`src/rtl/spi_pkg.sv`:
```
// rtl/spi_pkg.sv - shared types, mode bit indices and sizing helper for the SPI master
//
// Contents:
//   spi_state_t  transfer FSM states (IDLE, SHIFT)
//   MODE_CPOL    bit index of CPOL inside the 2-bit mode word
//   MODE_CPHA    bit index of CPHA inside the 2-bit mode word
//   clog2()      ceiling log2, used to size the SCK edge counter
package spi_pkg;

  typedef enum logic {
    IDLE  = 1'b0,
    SHIFT = 1'b1
  } spi_state_t;

  localparam int MODE_CPOL = 1;
  localparam int MODE_CPHA = 0;

  function automatic int clog2(input int value);
    int r;
    r = 0;
    while ((1 << r) < value) r = r + 1;
    return r;
  endfunction

endpackage

```
`src/rtl/spi_clkgen.sv`:
```
// rtl/spi_clkgen.sv - SCK half-period timer for the SPI master
//
// Ports:
//   i_clk   system clock
//   i_rst   asynchronous reset, active-high
//   i_load  capture i_div and restart the half-period count
//   i_run   count while a transfer is shifting
//   i_div   half-period length minus one
//   o_tick  high on the cycle that ends a half-period
module spi_clkgen
  import spi_pkg::*;
#(
  parameter int DIVW = 4
) (
  input  logic            i_clk,
  input  logic            i_rst,
  input  logic            i_load,
  input  logic            i_run,
  input  logic [DIVW-1:0] i_div,
  output logic            o_tick
);

  logic [DIVW-1:0] r_div;
  logic [DIVW-1:0] r_hcnt;

  // The divider is captured once so later changes on i_div cannot stretch
  // or shrink half-periods of the transfer already in flight.
  always_ff @(posedge i_clk or posedge i_rst) begin
    if (i_rst) begin
      r_div  <= '0;
      r_hcnt <= '0;
    end else if (i_load) begin
      r_div  <= i_div;
      r_hcnt <= i_div;
    end else if (i_run) begin
      if (r_hcnt == '0) r_hcnt <= r_div;
      else              r_hcnt <= r_hcnt - DIVW'(1);
    end
  end

  assign o_tick = i_run && (r_hcnt == '0);

endmodule

```
`src/rtl/spi_master.sv`:
```
// rtl/spi_master.sv - word-at-a-time SPI master with SCK divider and device selects
//
// Optional feature macro: SPI_MODES_EN (all four SPI modes; otherwise fixed mode 0).
//
// Ports:
//   CLK, RST     system clock, asynchronous active-high reset
//   start        request a transfer (accepted only while busy=0)
//   din          word to send, MSB first
//   mode         {CPOL,CPHA}
//   div          SCK half-period is div+1 CLK cycles
//   cs_we/cs_in  load nSS while idle
//   MISO         per-device inputs, bit NSS is the fallback when no select is low
//   busy/done    transfer in progress / one-cycle completion pulse
//   dout         last received word
//   SCK/MOSI/nSS SPI pins
module spi_master
  import spi_pkg::*;
#(
  parameter int NSS   = 2,
  parameter int NBITS = 8,
  parameter int DIVW  = 4
) (
  input  logic             CLK,
  input  logic             RST,
  input  logic             start,
  input  logic [NBITS-1:0] din,
  input  logic [1:0]       mode,
  input  logic [DIVW-1:0]  div,
  input  logic             cs_we,
  input  logic [NSS-1:0]   cs_in,
  input  logic [NSS:0]     MISO,
  output logic             busy,
  output logic             done,
  output logic [NBITS-1:0] dout,
  output logic             SCK,
  output logic             MOSI,
  output logic [NSS-1:0]   nSS
);

  localparam int EW = clog2(2 * NBITS);
  localparam logic [EW-1:0] ECNT_LAST = EW'(2 * NBITS - 1);

  spi_state_t       r_state, w_state_nxt;
  logic [NBITS-1:0] r_sreg, w_sreg_nxt, w_shifted;
  logic [EW-1:0]    r_ecnt, w_ecnt_nxt;
  logic             r_sck, w_sck_nxt;
  logic             r_mosi, w_mosi_nxt;
  logic [NSS-1:0]   r_nss, w_nss_nxt;
  logic             r_done, w_done_nxt;
  logic [NBITS-1:0] r_dout, w_dout_nxt;
  logic             w_accept, w_tick, w_miso_sel, w_leading;
  logic             w_cpol, w_cpha, w_acc_cpol, w_acc_cpha;

`ifdef SPI_MODES_EN
  logic [1:0] r_mode;
  always_ff @(posedge CLK or posedge RST) begin
    if (RST)           r_mode <= 2'b00;
    else if (w_accept) r_mode <= mode;
  end
  assign w_cpol     = r_mode[MODE_CPOL];
  assign w_cpha     = r_mode[MODE_CPHA];
  assign w_acc_cpol = mode[MODE_CPOL];
  assign w_acc_cpha = mode[MODE_CPHA];
`else
  logic w_unused_mode;
  assign w_unused_mode = ^mode;
  assign w_cpol     = 1'b0;
  assign w_cpha     = 1'b0;
  assign w_acc_cpol = 1'b0;
  assign w_acc_cpha = 1'b0;
`endif

  assign w_accept = (r_state == IDLE) && start;

  spi_clkgen #(.DIVW(DIVW)) u_clkgen (
    .i_clk  (CLK),
    .i_rst  (RST),
    .i_load (w_accept),
    .i_run  (r_state == SHIFT),
    .i_div  (div),
    .o_tick (w_tick)
  );

  // With no select low the expansion-header line is used; several selects
  // low simply OR their devices together.
  assign w_miso_sel = (&r_nss) ? MISO[NSS] : |(MISO[NSS-1:0] & ~r_nss);
  assign w_shifted  = {r_sreg[NBITS-2:0], w_miso_sel};
  assign w_leading  = (r_sck == w_cpol);

  always_comb begin
    w_state_nxt = r_state;
    w_sreg_nxt  = r_sreg;
    w_ecnt_nxt  = r_ecnt;
    w_sck_nxt   = r_sck;
    w_mosi_nxt  = r_mosi;
    w_nss_nxt   = r_nss;
    w_done_nxt  = 1'b0;
    w_dout_nxt  = r_dout;
    case (r_state)
      IDLE: begin
        // Track the requested polarity so SCK is already correct before a select falls.
        w_sck_nxt = w_acc_cpol;
        if (cs_we) w_nss_nxt = cs_in;
        if (start) begin
          w_state_nxt = SHIFT;
          w_sreg_nxt  = din;
          w_ecnt_nxt  = ECNT_LAST;
          if (!w_acc_cpha) w_mosi_nxt = din[NBITS-1];
        end
      end
      SHIFT: begin
        if (w_tick) begin
          w_sck_nxt  = ~r_sck;
          w_ecnt_nxt = r_ecnt - EW'(1);
          if (w_leading) begin
            if (!w_cpha) w_sreg_nxt = w_shifted;
            else         w_mosi_nxt = r_sreg[NBITS-1];
          end else begin
            if (w_cpha)                w_sreg_nxt = w_shifted;
            else if (r_ecnt != '0)     w_mosi_nxt = r_sreg[NBITS-1];
          end
          // The last edge is always a trailing one, so SCK lands back on CPOL.
          if (r_ecnt == '0) begin
            w_state_nxt = IDLE;
            w_done_nxt  = 1'b1;
            w_dout_nxt  = w_sreg_nxt;
          end
        end
      end
      default: w_state_nxt = IDLE;
    endcase
  end

  always_ff @(posedge CLK or posedge RST) begin
    if (RST) begin
      r_state <= IDLE;
      r_sreg  <= '0;
      r_ecnt  <= '0;
      r_sck   <= 1'b0;
      r_mosi  <= 1'b0;
      r_nss   <= '1;
      r_done  <= 1'b0;
      r_dout  <= '0;
    end else begin
      r_state <= w_state_nxt;
      r_sreg  <= w_sreg_nxt;
      r_ecnt  <= w_ecnt_nxt;
      r_sck   <= w_sck_nxt;
      r_mosi  <= w_mosi_nxt;
      r_nss   <= w_nss_nxt;
      r_done  <= w_done_nxt;
      r_dout  <= w_dout_nxt;
    end
  end

  assign busy = (r_state == SHIFT);
  assign done = r_done;
  assign dout = r_dout;
  assign SCK  = r_sck;
  assign MOSI = r_mosi;
  assign nSS  = r_nss;

endmodule

```
`config.mk`:
```
export PLATFORM = sky130hd
export DESIGN_NAME = spi_master
export DESIGN_NICKNAME = d
export VERILOG_FILES = /design/src/rtl/spi_pkg.sv /design/src/rtl/spi_clkgen.sv /design/src/rtl/spi_master.sv
export SDC_FILE = /design/constraint.sdc
export NUM_CORES = 1
export LEC_CHECK = 0
export CORE_UTILIZATION = 45
export CTS_CLUSTER_DIAMETER = 100
export DETAILED_ROUTE_END_ITERATION = 16
export GPL_ROUTABILITY_DRIVEN = 0
export PLACE_DENSITY = 0.75
export SKIP_LAST_GASP = 1
export SYNTH_ARGS = -nofsm -noshare
export SYNTH_HDL_FRONTEND = slang
export SYNTH_SLANG_ARGS = --single-unit
```
`constraint.sdc`:
```
create_clock -name CLK -period 1.8 [get_ports CLK]
set_input_delay 0.27 -clock CLK [delete_from_list [all_inputs] [get_ports CLK]]
set_output_delay 0.27 -clock CLK [all_outputs]
set_load 0.03 [all_outputs]
```
==> impl_metrics.env, run 1 <==
export IMPL_postPlaceCellArea_um2=2200
export IMPL_drtAntennaViolNets=0
export IMPL_clock_latency_ns=0.29
export IMPL_grt_antenna_before_repair=0
export IMPL_finalCriticalPeriod_ns=1.75
export IMPL_area_growth_pct=34.4
export IMPL_core_um2=3690
export IMPL_synth_edf_count=0
export IMPL_crit_chain="clkdlybuf4s50_1"
export IMPL_post_drt_wl_per_cell_um=15.5
export IMPL_synthCells=169
export IMPL_rows=22
export IMPL_dieArea_um2=4130
export IMPL_critPathKind="register to output pin"
export IMPL_synth_seq_area_share_pct=49.0
export IMPL_gr_total_overflow=0
export IMPL_crit_path_end_kind="output pin"
export IMPL_reg2reg_depth=6
export IMPL_place_hpwl_um=2990
export IMPL_rsz0062_at_grt="no"
export IMPL_cts_reportedPaths_clkPinSlew_ns=0.07
export IMPL_fin_worst_skew_ns=0.00638
export IMPL_grt_pass1_vias=1539
export IMPL_drive_gt1_share_pct=15.5
export IMPL_path_max_fanout=7
export IMPL_required_ns=1.53
export IMPL_cts_tree="done"
export IMPL_reg2reg_from="u_clkgen.r_hcnt[0]$_DFFE_PP0P_"
export IMPL_drc=0
export IMPL_drt_first_pass_iters=4
export IMPL_fin_area_um2=2340
export IMPL_synth_seq_cells=34
export IMPL_cts_buffer_depth=2
export IMPL_fin_tns_setup_ns=0
export IMPL_tightest_slew_ns=0.600
export IMPL_antenna_cells=0
export IMPL_max_stage_delay_ns=0.72
export IMPL_mappedNetlistNets=195
export IMPL_critPathLaunchType="register"
export IMPL_r2r_slack_ns=0.11
export IMPL_r2r_end="r_sreg[7]$_DFFE_PP0P_"
export IMPL_fin_nets=238
export IMPL_cts_root_buf="clkbuf_8"
export IMPL_die_h_um=64.2
export IMPL_grt_pass1_wl_um=7180
export IMPL_pin_count=37
export IMPL_synth_area_um2=1740
export IMPL_initial_utilization_pct=47.3
export IMPL_setup_violations=0
export IMPL_hold_viol_final=0
export IMPL_viasPerCell=5.59
export IMPL_synth_async_reset_ratio_pct=100
export IMPL_grt_usage_pct=23.0
export IMPL_path_buf_inv=1
export IMPL_htreeDepth=2
export IMPL_port_buffers=34
export IMPL_peakVddDrop_v=0.000859
export IMPL_drt_iter0_markers=62
export IMPL_ys_types=45
export IMPL_p_per_area_nw_per_um2=1710
export IMPL_max_freq_mhz=572
export IMPL_vias=1458
export IMPL_post_cts_setup_buffer_count=0
export IMPL_arrival_ns=1.48
export IMPL_synth_avg_cell_area_um2=10.3
export IMPL_clock_sinks=34
export IMPL_dieWidth_um=64.2
export IMPL_hold_path_class="input pin to async pin"
export IMPL_critPathSlowestCell="clkdlybuf4s50_1"
export IMPL_drt_total_wl_um=4050
export IMPL_synth_ff_type="dfrtp_1"
export IMPL_cts_made_buffers=5
export IMPL_fin_crit_sh_pct=97.1
export IMPL_max_slew_margin_pct=59.9
export IMPL_p_leak_nw=1.03
export IMPL_maxSlewViolCount=0
export IMPL_ys_warn_count=0
export IMPL_crit_family="buffers and inverters"
export IMPL_grt_max_degree=19
export IMPL_max_cap_violations=0
export IMPL_status="finished clean"
[per-stage QoR]
step | total power, mW | setup WS [ns] | std cells | hold slack (ns) | utilization, %
finish | 4.00 | 0.0517 | 261 | 0.345 | 63.5
global route | 4.26 | 0.0239 | 261 | 0.390 | 63.5
CTS | 4.01 | 0.00133 | 261 | 0.356 | 63.3
detailed placement | 3.14 | 0.132 | 253 | 0.467 | 59.6
global placement | 3.04 | 0.148 | 253 | 0.461 | 59.6
floorplan | 2.53 | 0.0845 | 169 | 0.375 | -
[cell families (layout without fill, tap and decap cells)]
logic type / count (synthesis) / count (layout) / synth area share, %
buffers and inverters: 20 / 64 / 5.24
xor gates and xnor gates: 1 / 1 / 0.503
DFF: 34 / 34 / 49.0
AOI/OAI and AO/OA: 52 / 52 / 20.3
muxes: 14 / 14 / 8.33
adders and majority gates: 3 / 3 / 2.15
and+or+nand+nor: 45 / 45 / 14.5
[cell usage in the layout, fill, tap and decap left out, types with 3 or more instances in the layout]
cell / instances
dfrtp_1: 32
clkdlybuf4s50_1: 31
nand2_1: 15
buf_4: 14
mux2i_1: 10
nor2b_1: 9
o21ai_0: 9
o21ai_1: 9
inv_1: 8
a211oi_1: 6
o22ai_1: 6
a2bb2oi_1: 6
clkbuf_8: 5
nand2b_1: 4
nor2_1: 4
mux2_2: 4
ha_1: 3
[flip-flops by register name (all words and copies together) (netlist names)]
name and count:
MOSI 1, SCK 1, busy 1, done 1
dout 8, nSS 2, r_ecnt 4, r_sreg 8
u_clkgen.r_div 4, u_clkgen.r_hcnt 4
[power by group]
part / switching [mW] / internal [mW]
registers: 0.308 / 1.12
logic: 0.874 / 0.842
clock network: 0.296 / 0.555
[timing repair]
item	in CTS	in global routing
setup endpoints to repair	0	4
resized for setup	0	4
hold buffers	0	0
[worst max-delay path by stage]
stage / start / end / slack, ns / depth (start not counted)
after global routing: SCK$_DFFE_PP0P_ / SCK / 0.02 / 1
after global placement: u_clkgen.r_hcnt[0]$_DFFE_PP0P_ / busy$_DFF_PP0_ / 0.15 / 6
after CTS: nSS[1]$_DFFE_PP1P_ / nSS[1] / 0.001 / 1
final: SCK$_DFFE_PP0P_ / SCK / 0.05 / 1
after detailed placement: u_clkgen.r_hcnt[0]$_DFFE_PP0P_ / busy$_DFF_PP0_ / 0.13 / 6
after floorplan: u_clkgen.r_hcnt[0]$_DFFE_PP0P_ / busy$_DFF_PP0_ / 0.08 / 8
[layer usage]
layer / track usage (%) / vias up / part of all wire [%]
met3: 5.36 / 5 / 4.5
met2: 38.6 / 44 / 49
met1: 28.8 / 713 / 45
met4: 8.89 / 0 / 1.5
met5: 0 / - / 0
li1: - / 696 / -
[layout make-up]
| cell class | count | area (µm²) |
|---|---|---|
| Clock buffer | 5 | 68.8 |
| Clock inverter | 3 | 68.8 |
| Fill cell | 309 | 1350 |
| Inverter | 8 | 30.0 |
| Multi-Input combinational cell | 115 | 801 |
| Sequential cell | 34 | 853 |
| Tap cell | 48 | 60.1 |
| Timing Repair Buffer | 48 | 460 |
[synthesized netlist by cell type (3+ instances only)]
| library cell | count | area, µm² |
|---|---|---|
| a211oi_1 | 6 | 45.0 |
| a2bb2oi_1 | 6 | 52.6 |
| buf_2 | 4 | 20.0 |
| clkbuf_1 | 5 | 18.8 |
| dfrtp_1 | 32 | 801 |
| ha_1 | 3 | 37.5 |
| inv_1 | 8 | 30.0 |
| mux2_2 | 4 | 45.0 |
| mux2i_1 | 10 | 100 |
| nand2_1 | 15 | 56.3 |
| nand2b_1 | 4 | 25.0 |
| nor2_1 | 4 | 15.0 |
| nor2b_1 | 9 | 56.3 |
| o21ai_0 | 10 | 50.1 |
| o21ai_1 | 8 | 40.0 |
| o22ai_1 | 6 | 37.5 |
(Power assumes the default switching activity.)
==> run 2, diff against run 1 <==
--- a/config.mk
+++ b/config.mk
@@ -5,11 +5,11 @@
 export SDC_FILE = /design/constraint.sdc
 export NUM_CORES = 1
 export LEC_CHECK = 0
-export CORE_UTILIZATION = 45
+export CORE_UTILIZATION = 50
 export CTS_CLUSTER_DIAMETER = 100
 export DETAILED_ROUTE_END_ITERATION = 16
 export GPL_ROUTABILITY_DRIVEN = 0
-export PLACE_DENSITY = 0.75
+export PLACE_DENSITY = 0.79
 export SKIP_LAST_GASP = 1
 export SYNTH_ARGS = -nofsm -noshare
 export SYNTH_HDL_FRONTEND = slang
==> constraint.sdc (replaced) <==
create_clock -name CLK -period 1.75 [get_ports CLK]
set_input_delay 0.2625 -clock CLK [delete_from_list [all_inputs] [get_ports CLK]]
set_output_delay 0.2625 -clock CLK [all_outputs]
set_load 0.03 [all_outputs]
==> run 2 against run 1 <==
Net effect:
- global-route usage shrank 0.42 points
- highest routed layer unchanged
- flip-flop and latch count is the same
- clock skew grew 0.0012 ns
- via count is the same
- die area shrank 9.7%
- clock power shrank 46%
- non-clock buffer count shrank 2
- critical path type is now register to register
- sequential power is essentially flat
- combinational power is essentially flat
- first-iteration DRC count shrank 9.7%
- wire length shrank 6.0%
==> impl_metrics.env, run 2 (synthesis gave the netlist of run 1 again) <==
export IMPL_hold_path_class="input pin to async pin"
export IMPL_cts_made_buffers=5
export IMPL_area_growth_pct=28.2
export IMPL_drc=0
export IMPL_fin_worst_skew_ns=0.00763
export IMPL_drt_total_wl_um=3810
export IMPL_viasPerCell=5.67
export IMPL_post_drt_wl_per_cell_um=14.8
export IMPL_max_slew_margin_pct=71.1
export IMPL_final_cells=257
export IMPL_place_hpwl_um=2790
export IMPL_cts_tree="done"
export IMPL_hold_viol_final=0
export IMPL_initial_utilization_pct=52.2
export IMPL_whs_ns=0.312
export IMPL_grt_pass1_wl_um=6130
export IMPL_maxSlewViolCount=0
export IMPL_clock_latency_ns=0.33
export IMPL_cts_buffer_depth=2
export IMPL_rows=21
export IMPL_path_max_fanout=5
export IMPL_layout_common_cells="32 x dfrtp_1, 30 x clkdlybuf4s50_1, 15 x nand2_1"
export IMPL_fin_nets=236
export IMPL_status="finished clean"
export IMPL_r2r_slack_ns=0.1
export IMPL_htreeDepth=2
export IMPL_hold_buffers=0
export IMPL_grt_max_degree=35
export IMPL_fin_tns_setup_ns=0
export IMPL_dieArea_um2=3730
export IMPL_r2r_end="r_sreg[7]$_DFFE_PP0P_"
export IMPL_reg2reg_depth=6
export IMPL_core_um2=3340
export IMPL_setup_slack_ns=0.0964
export IMPL_gr_total_overflow=0
export IMPL_final_common_cell="dfrtp_1"
export IMPL_critPathLaunchType="register"
export IMPL_grt_antenna_before_repair=0
export IMPL_grt_usage_pct=22.6
export IMPL_crit_path_end_kind="register"
export IMPL_post_cts_setup_buffer_count=0
export IMPL_required_ns=2.00
export IMPL_drtAntennaViolNets=0
export IMPL_post_place_ws_ns=0.0565
export IMPL_dieWidth_um=61.0
export IMPL_finalCriticalPeriod_ns=1.65
export IMPL_max_freq_mhz=605
export IMPL_drt_first_pass_iters=4
export IMPL_fin_total_pwr_mw=3.66
export IMPL_critPathKind="register to register"
export IMPL_multi_input_area_um2=806
export IMPL_regArea_um2=853
export IMPL_reg2reg_from="u_clkgen.r_hcnt[0]$_DFFE_PP0P_"
export IMPL_p_leak_nw=0.971
export IMPL_arrival_ns=1.90
export IMPL_pin_count=37
export IMPL_die_h_um=61.0
export IMPL_grt_pass1_vias=1291
export IMPL_tightest_slew_ns=0.428
export IMPL_port_buffers=34
export IMPL_nFillCells=275
export IMPL_cts_reportedPaths_clkPinSlew_ns=0.11
export IMPL_clock_sinks=34
export IMPL_p_per_area_nw_per_um2=1640
export IMPL_max_cap_violations=0
export IMPL_peakVddDrop_v=0.000736
export IMPL_drive_gt1_share_pct=15.2
export IMPL_fin_crit_sh_pct=94.5
export IMPL_setup_violations=0
export IMPL_vias=1458
export IMPL_drt_iter0_markers=56
export IMPL_cts_root_buf="clkbuf_4"
export IMPL_dpl_cell_count=249
export IMPL_antenna_cells=0
==> run 2: how the worst max path moves through the flow <==
| stage | depth (start not counted) | end | from | slack (ns) |
|---|---|---|---|---|
| CTS | 6 | busy$_DFF_PP0_ | u_clkgen.r_hcnt[0]$_DFFE_PP0P_ | 0.04 |
| finish | 6 | r_sreg[7]$_DFFE_PP0P_ | u_clkgen.r_hcnt[0]$_DFFE_PP0P_ | 0.1 |
| global placement | 6 | busy$_DFF_PP0_ | u_clkgen.r_hcnt[0]$_DFFE_PP0P_ | 0.11 |
| floorplan | 8 | busy$_DFF_PP0_ | u_clkgen.r_hcnt[0]$_DFFE_PP0P_ | 0.03 |
| global route | 6 | r_sreg[7]$_DFFE_PP0P_ | u_clkgen.r_hcnt[0]$_DFFE_PP0P_ | -0.008 |
| detailed placement | 6 | busy$_DFF_PP0_ | u_clkgen.r_hcnt[0]$_DFFE_PP0P_ | 0.06 |
==> run 2: per-layer routing <==
metal / vias up / routed length (µm) / track usage (%)
li1: 694 / - / -
met1: 712 / 1710 / 31.7
met2: 43 / 1810 / 33.2
met3: 9 / 204 / 5.04
met4: 0 / 78 / 11.4
met5: - / 0 / 0
==> run 2: area by class of cell <==
class                   instances  area share [%]
clock buffers                   7            2.46
clock inverters                 1           0.224
inverters                       8            1.34
multi-input cells             115            36.1
flip-flops and latches         34            38.2
well taps                      46            2.58
repair buffers                 46            19.1
==> run 2: power breakdown <==
part	total, mW	switching, mW	internal, mW	leakage (nW)
Sequential	1.46	0.305	1.15	0.406
Clock	0.456	0.261	0.195	0.0353
Combinational	1.75	0.892	0.854	0.530
==> run 2: metrics by stage <==
step	area [µm²]	utilization, %
floorplan	1740	-
global placement	2170	64.9
detailed placement	2170	64.9
CTS	2220	66.6
global route	2230	67.0
finish	2230	67.0
==> run 2: worst max-delay path, stage by stage (launching register included) <==
cell and delay [ns]:
dfrtp_1 0.40, inv_1 0.10, ha_2 0.21, nor3b_2 0.35
buf_4 0.21, nand3b_1 0.08, a31oi_1 0.21
==> run 2: repair_timing <==
item / 4_1_cts / 5_1_grt
resized for setup: 3 / 4
setup endpoints to repair: 3 / 10
pin swaps: 0 / 0
